File: src/rtl/breakout_ball.sv
// Breakout ball motion engine: serve/play/miss/game-over sequencing, wall and
// paddle bounces, block bounce requests, lives tracking and ball pixel-on.
module breakout_ball #(
  parameter int H_MAX      = 640,
  parameter int V_MAX      = 480,
  parameter int BALL_SIZE  = 8,
  parameter int SPEED      = 2,
  parameter int TICK_DIV   = 833333,
  parameter int LIVES      = 3,
  parameter int MISS_TICKS = 60
) (
  input  logic        clk,
  input  logic        reset,
  input  logic [10:0] pix_x,
  input  logic [10:0] pix_y,
  input  logic [10:0] paddle_x_l,
  input  logic [10:0] paddle_x_r,
  input  logic [10:0] paddle_y_t,
  input  logic        launch,
  input  logic        moveU,
  input  logic        moveD,
  input  logic        moveL,
  input  logic        moveR,
  output logic [10:0] ball_x_l,
  output logic [10:0] ball_x_r,
  output logic [10:0] ball_y_t,
  output logic [10:0] ball_y_b,
  output logic        ball_ON,
  output logic [1:0]  lives,
  output logic        miss,
  output logic        game_over
);

  localparam int TW = (TICK_DIV > 1) ? $clog2(TICK_DIV) : 1;
  localparam int MW = (MISS_TICKS > 1) ? $clog2(MISS_TICKS + 1) : 1;

  localparam logic [10:0]   C_BS       = 11'(BALL_SIZE);
  localparam logic [10:0]   C_BS_M1    = 11'(BALL_SIZE - 1);
  localparam logic [10:0]   C_HALF     = 11'(BALL_SIZE / 2);
  localparam logic [10:0]   C_SPD      = 11'(SPEED);
  localparam logic [10:0]   C_XMAX     = 11'(H_MAX - BALL_SIZE);
  localparam logic [10:0]   C_YMAX     = 11'(V_MAX - BALL_SIZE);
  localparam logic [10:0]   C_X0       = 11'(H_MAX / 2 - BALL_SIZE / 2);
  localparam logic [10:0]   C_Y0       = 11'(V_MAX / 2);
  localparam logic [TW-1:0] C_TICK_END = TW'(TICK_DIV - 1);
  localparam logic [MW-1:0] C_MISS_END = MW'(MISS_TICKS - 1);
  localparam logic [1:0]    C_LIVES    = 2'(LIVES);

  localparam logic [1:0] S_SERVE = 2'd0;
  localparam logic [1:0] S_PLAY  = 2'd1;
  localparam logic [1:0] S_MISS  = 2'd2;
  localparam logic [1:0] S_OVER  = 2'd3;

  logic [1:0]    r_state;
  logic [10:0]   r_x, r_y;
  logic          r_dir_x, r_dir_y;
  logic [1:0]    r_lives;
  logic [TW-1:0] r_tick_cnt;
  logic [MW-1:0] r_miss_cnt;
  logic          r_miss, r_game_over, r_launch_d;

  logic          w_tick;
  logic [11:0]   w_pad_sum;
  logic [10:0]   w_pad_mid, w_mid_off, w_serve_x, w_serve_y;
  logic [10:0]   w_x_r, w_y_b;
  logic          w_dir_x, w_dir_y, w_paddle_hit, w_left_of_pad;
  logic [10:0]   w_x_nxt, w_y_nxt;
  logic          w_dx_nxt, w_dy_nxt, w_to_miss;

  assign w_tick        = (r_tick_cnt == C_TICK_END);
  assign w_pad_sum     = {1'b0, paddle_x_l} + {1'b0, paddle_x_r};
  assign w_pad_mid     = 11'(w_pad_sum >> 1);
  assign w_mid_off     = w_pad_mid - C_HALF;
  assign w_x_r         = r_x + C_BS_M1;
  assign w_y_b         = r_y + C_BS_M1;
  assign w_left_of_pad = (({1'b0, r_x} + {1'b0, C_HALF}) < {1'b0, w_pad_mid});
  assign w_paddle_hit  = (w_y_b < paddle_y_t) &&
                         (({1'b0, w_y_b} + {1'b0, C_SPD}) >= {1'b0, paddle_y_t}) &&
                         (w_x_r >= paddle_x_l) && (r_x <= paddle_x_r);

  // Ball resting on the paddle, centred and kept inside the playfield
  always_comb begin
    w_serve_x = C_X0;
    w_serve_y = C_Y0;
    if (w_pad_mid < C_HALF) begin
      w_serve_x = 11'd0;
    end else if (w_mid_off > C_XMAX) begin
      w_serve_x = C_XMAX;
    end else begin
      w_serve_x = w_mid_off;
    end
    if (paddle_y_t < C_BS) begin
      w_serve_y = 11'd0;
    end else begin
      w_serve_y = paddle_y_t - C_BS;
    end
  end

  // Block bounce requests; an opposing pair leaves that axis alone
  always_comb begin
    w_dir_x = r_dir_x;
    w_dir_y = r_dir_y;
    if (moveR && !moveL) begin
      w_dir_x = 1'b1;
    end else if (moveL && !moveR) begin
      w_dir_x = 1'b0;
    end else begin
      w_dir_x = r_dir_x;
    end
    if (moveU && !moveD) begin
      w_dir_y = 1'b0;
    end else if (moveD && !moveU) begin
      w_dir_y = 1'b1;
    end else begin
      w_dir_y = r_dir_y;
    end
  end

  // One motion step; a paddle hit steers x by which half of the paddle was struck
  always_comb begin
    w_x_nxt   = r_x;
    w_y_nxt   = r_y;
    w_dx_nxt  = w_dir_x;
    w_dy_nxt  = w_dir_y;
    w_to_miss = 1'b0;
    if (!w_dir_x) begin
      if (r_x <= C_SPD) begin
        w_x_nxt  = 11'd0;
        w_dx_nxt = 1'b1;
      end else begin
        w_x_nxt  = r_x - C_SPD;
      end
    end else begin
      if (({1'b0, r_x} + {1'b0, C_SPD}) >= {1'b0, C_XMAX}) begin
        w_x_nxt  = C_XMAX;
        w_dx_nxt = 1'b0;
      end else begin
        w_x_nxt  = r_x + C_SPD;
      end
    end
    if (!w_dir_y) begin
      if (r_y <= C_SPD) begin
        w_y_nxt  = 11'd0;
        w_dy_nxt = 1'b1;
      end else begin
        w_y_nxt  = r_y - C_SPD;
      end
    end else if (w_paddle_hit) begin
      w_y_nxt  = w_serve_y;
      w_dy_nxt = 1'b0;
      w_dx_nxt = !w_left_of_pad;
    end else if (({1'b0, r_y} + {1'b0, C_SPD}) >= {1'b0, C_YMAX}) begin
      w_to_miss = 1'b1;
    end else begin
      w_y_nxt  = r_y + C_SPD;
    end
  end

  // Game sequencing and ball state
  always_ff @(posedge clk) begin
    if (!reset) begin
      r_state     <= S_SERVE;
      r_x         <= C_X0;
      r_y         <= C_Y0;
      r_dir_x     <= 1'b1;
      r_dir_y     <= 1'b0;
      r_lives     <= C_LIVES;
      r_tick_cnt  <= '0;
      r_miss_cnt  <= '0;
      r_miss      <= 1'b0;
      r_game_over <= 1'b0;
      r_launch_d  <= 1'b0;
    end else begin
      r_launch_d <= launch;
      r_tick_cnt <= w_tick ? '0 : r_tick_cnt + TW'(1);
      r_miss     <= 1'b0;
      case (r_state)
        S_SERVE: begin
          r_x     <= w_serve_x;
          r_y     <= w_serve_y;
          r_dir_x <= 1'b1;
          r_dir_y <= 1'b0;
          if (launch && !r_launch_d) r_state <= S_PLAY;
        end
        S_PLAY: begin
          r_dir_x <= w_dir_x;
          r_dir_y <= w_dir_y;
          if (w_tick) begin
            r_x     <= w_x_nxt;
            r_dir_x <= w_dx_nxt;
            if (w_to_miss) begin
              r_state    <= S_MISS;
              r_miss     <= 1'b1;
              r_lives    <= (r_lives == 2'd0) ? 2'd0 : r_lives - 2'd1;
              r_miss_cnt <= '0;
            end else begin
              r_y     <= w_y_nxt;
              r_dir_y <= w_dy_nxt;
            end
          end
        end
        S_MISS: begin
          if (w_tick) begin
            if (r_miss_cnt == C_MISS_END) begin
              r_state     <= (r_lives == 2'd0) ? S_OVER : S_SERVE;
              r_game_over <= (r_lives == 2'd0);
            end else begin
              r_miss_cnt <= r_miss_cnt + MW'(1);
            end
          end
        end
        S_OVER: begin
          r_game_over <= 1'b1;
        end
        default: begin
          r_state <= S_SERVE;
        end
      endcase
    end
  end

  // Pixel-on only while the ball is in play or waiting on the paddle
  always_comb begin
    ball_ON = 1'b0;
    if (((r_state == S_SERVE) || (r_state == S_PLAY)) &&
        (pix_x >= r_x) && (pix_x <= w_x_r) && (pix_y >= r_y) && (pix_y <= w_y_b)) begin
      ball_ON = 1'b1;
    end else begin
      ball_ON = 1'b0;
    end
  end

  assign ball_x_l  = r_x;
  assign ball_x_r  = w_x_r;
  assign ball_y_t  = r_y;
  assign ball_y_b  = w_y_b;
  assign lives     = r_lives;
  assign miss      = r_miss;
  assign game_over = r_game_over;

endmodule

File: config.mk
export PLATFORM = sky130hd
export DESIGN_NAME = breakout_ball
export DESIGN_NICKNAME = d
export VERILOG_FILES = /design/src/rtl/breakout_ball.sv
export SDC_FILE = /design/constraint.sdc
export NUM_CORES = 1
export LEC_CHECK = 0
export ABC_AREA = 1
export CAP_MARGIN = 20
export CELL_PAD_IN_SITES_DETAIL_PLACEMENT = 0
export CELL_PAD_IN_SITES_GLOBAL_PLACEMENT = 1
export CORE_MARGIN = 4
export CORE_UTILIZATION = 40
export DETAILED_ROUTE_END_ITERATION = 12
export GPL_TIMING_DRIVEN = 0
export PLACE_DENSITY = 0.89
export SLEW_MARGIN = 10
export SYNTH_ARGS = -nofsm -noshare
export SYNTH_HDL_FRONTEND = slang
export SYNTH_SLANG_ARGS = --single-unit
File: constraint.sdc
create_clock -name clk -period 9.7 [get_ports clk]
set_clock_uncertainty 0.2 [all_clocks]
set_input_delay 1.455 -clock clk [delete_from_list [all_inputs] [get_ports clk]]
set_output_delay 1.455 -clock clk [all_outputs]
set_load 0.02 [all_outputs]
==> results.toml, run 1 <==
[global_route]
grt_max_degree = 13
overflow = 0
grt_pass1_wl_mm = 40.2
grtUsageTotal = 0.221
grt_pass1_vias = 8049
antenna_found_initial = 1

[detailed_routing]
wl_per_cell_um = 14.8
drc_errors = 0
antenna_left = 0
routed_wl_mm = 24.6
via_per_inst = 5.17
vias = 8572
drt_pass1_iterations = 6
drtIter0Drc = 591

[timing]
drv_slew = 0
setup_tns_ps = 0
max-slew-margin-rel = 0.621
max_freq_mhz = 165
rsz0062_at_grt = "no"
finalHoldViolCount = 0
period_share = 0.625
holdWs_ps = 267
finalCriticalPeriod_ps = 6060
setup_violations = 0
worst_slew_pin_slew_ps = 569

[floorplanning]
initial_utilization = 0.408
die-width_um = 149
fp-row-count = 51
dieArea_um2 = 22300
die_y_um = 149
core_um2 = 19500
pin_count = 111

[setup_path]
cp_common_cell = "inv_1"
endpoint_kind = "output port"
required_ps = 8050
timing.rr.start = "ball_x_l[1]"
crit_type = "flop to output port"
crit_buf_inv = 5
cp_max_fo = 10
crit_slowest_cell = "clkdlybuf4s50_1"
path_cells = "clkbuf_1 > inv_1 > ha_1 > o21ai_0 > xor2_1 > inv_1 > ha_1 > nand2_1 > inv_1 > a221oi_1 > o21a_1 > o21a_1 > o21ai_0 > a21oi_1 > clkdlybuf4s50_1"
critPathArrivalTime_ps = 4410
start_kind = "flop"
reg2reg_slack_ps = 4980
ff2ff_path_depth = 23
crit_family = "buffers and inverters"
timing.rr.end = "ball_y_t[2]"
slowest_delay_ps = 620

[synth]
async_flop_share = 0
synth_top_area_share = 0.207
yosysMostFrequentCell = "nand2_1"
synth_top_area_cell = "ha_1"
ys_seq_area_frac = 0.143
synth_flop_cell = "dfxtp_1"
syn-num-nets = 1462
synth.ff_latch_count = 57
synth-edff-count = 0
post_synth.cell_area_avg_um2 = 6.29
synth.distinct_cells = 53
ys_warn_count = 0
synth_common_cells = "nand2_1 (277), inv_1 (188), ha_1 (132), nor2_1 (116), a21oi_1 (103)"
syn_area_um2 = 7980
yosys-top-cells-area = "ha_1 (21%), dfxtp_1 (14%), nand2_1 (13%)"
synthCells = 1267

[cts]
cts_max_level = 3
clkLatencyLatePin_ps = 330
cts.hold.buffers_added = 0
cts_sinks = 57
path_clk_slew_ps = 60
post_cts_resized = 0
clock_path_buffers = 2
cts_buffers = 9
clock-root-buffer = "clkbuf_16"
post_cts_buffers = 0
tritoncts = "built"

[flow_run]
drv_cap = 0

[finish]
n_antenna_cell = 0
multiInputGateArea_um2 = 5970
nFillCells = 2091
area_delta_synth_final_pct = 21.9
seqCellArea_um2 = 1140
final_layout_size_suffix_gt1_frac = 0.0503
fin_nets = 1583

[hold_path]
hold_start = "r_tick_cnt[0]"
hold_path_depth = 1
min_to = "r_tick_cnt[0]"
hp-class = "flop to flop"

[place]
hpwl_mm = 20.6
gp_congestion = 0.933
numPortBuffers = 110

[power]
ir_worst_vdd_uv = 102
p_leak_nw = 4.73
powerDensity_nw_per_um2 = 251

[status]
status = "finished clean"
## sequential cells by signal (all words and copies together) (netlist names)
name	cells
r_dir_y	1
game_over	1
r_tick_cnt	20
r_launch_d	1
lives	2
r_dir_x	1
miss	1
ball_x_l	11
r_miss_cnt	6
r_state	2
ball_y_t	11
## worst max path at each step
stage          slack [ps]  cells past startpoint         from       to
3_5_place_dp         3870                     10    pix_x[10]  ball_ON
3_3_place_gp         3850                     10    pix_x[10]  ball_ON
5_1_grt              3350                     15  ball_x_l[1]  ball_ON
4_1_cts              3650                     15  ball_x_l[1]  ball_ON
6_report             3640                     15  ball_x_l[1]  ball_ON
2_1_floorplan        4790                     14  ball_x_l[1]  ball_ON
## per-layer routing
metal | part of all wire | GRT usage | vias up
li1 | - | - | 4443
met1 | 0.47 | 0.295 | 3865
met2 | 0.46 | 0.374 | 223
met3 | 0.050 | 0.0337 | 39
met4 | 0.019 | 0.0549 | 2
met5 | 0.00053 | 0 | -
## stage by stage
step	cell area, um^2	setup slack, ps	util	std cells	power, mW
after global routing	9720	3350	0.498	1658	2.71
after detailed placement	9410	3870	0.482	1642	2.11
after floorplan	7980	4790	-	1267	1.54
final	9720	3640	0.498	1658	2.44
after global placement	9410	3850	0.482	1642	2.09
after CTS	9720	3650	0.498	1658	2.45
## cell usage in the layout, fill, tap and decap left out, types with 9 or more instances in the layout
| master | netlist | layout |
|---|---|---|
| a21oi_1 | 103 | 103 |
| clkbuf_16 | 0 | 9 |
| clkdlybuf4s50_1 | 0 | 110 |
| dfxtp_1 | 57 | 57 |
| ha_1 | 132 | 132 |
| inv_1 | 188 | 188 |
| inv_2 | 15 | 15 |
| nand2_1 | 277 | 277 |
| nand3_1 | 69 | 69 |
| nand4_1 | 34 | 34 |
| nor2_1 | 116 | 116 |
| nor3_1 | 26 | 26 |
| nor4_1 | 9 | 9 |
| o21ai_0 | 79 | 79 |
| o21ai_1 | 9 | 9 |
| xor2_1 | 50 | 50 |
## power breakdown
| part | switching [mW] | total (mW) | internal, mW |
|---|---|---|---|
| clock | 0.117 | 0.325 | 0.209 |
| sequential | 0.0716 | 0.343 | 0.272 |
| combinational | 1.10 | 1.77 | 0.672 |
| total | 1.29 | 2.44 | 1.15 |
## cell type report
class,instances,area share
clock buffer,10,0.0246
multi-input combinational,986,0.614
sequential,57,0.117
timing repair buffer,110,0.113
inverter,207,0.0799
buffer,17,0.00901
clock inverter,6,0.00747
tap,265,0.0341
## cell families after synthesis
| family | Yosys count | synth area share |
|---|---|---|
| buffers and inverters | 224 | 0.108 |
| DFF | 57 | 0.143 |
| and+or+nand+nor | 566 | 0.316 |
| xor gates and xnor gates | 57 | 0.0659 |
| AOI/OAI and AO/OA | 230 | 0.157 |
| adders and majority gates | 133 | 0.210 |
(Power assumes the default switching activity.)
==> run 2: changes to the inputs <==
==> constraint.sdc (replaced) <==
create_clock -name clk -period 6.3 [get_ports clk]
set_clock_uncertainty 0.2 [all_clocks]
set_input_delay 0.945 -clock clk [delete_from_list [all_inputs] [get_ports clk]]
set_output_delay 0.945 -clock clk [all_outputs]
set_load 0.02 [all_outputs]
==> results of run 2 <==
Same layout as run 1 (identical final DEF). Status: finished clean.
Among the figures that moved: setup slack after placement 3870 ps -> 1150 ps; setup slack after layout 3640 ps -> 745 ps; register-to-register setup slack 4980 ps -> 1580 ps; total power 2.44 mW -> 3.76 mW; worst IR drop on VDD 102 uV -> 156 uV
==> run 3: changes to the inputs <==
--- a/config.mk
+++ b/config.mk
@@ -13,6 +13,7 @@
 export CORE_UTILIZATION = 40
 export DETAILED_ROUTE_END_ITERATION = 12
 export GPL_TIMING_DRIVEN = 0
+export HOLD_SLACK_MARGIN = 0.03
 export PLACE_DENSITY = 0.89
 export SLEW_MARGIN = 10
 export SYNTH_ARGS = -nofsm -noshare
==> results of run 3 <==
Same layout as run 1 (identical final DEF). Status: finished clean.
Among the figures that moved: setup slack after placement 3870 ps -> 1150 ps; setup slack after layout 3640 ps -> 745 ps; register-to-register setup slack 4980 ps -> 1580 ps; total power 2.44 mW -> 3.76 mW; worst IR drop on VDD 102 uV -> 156 uV
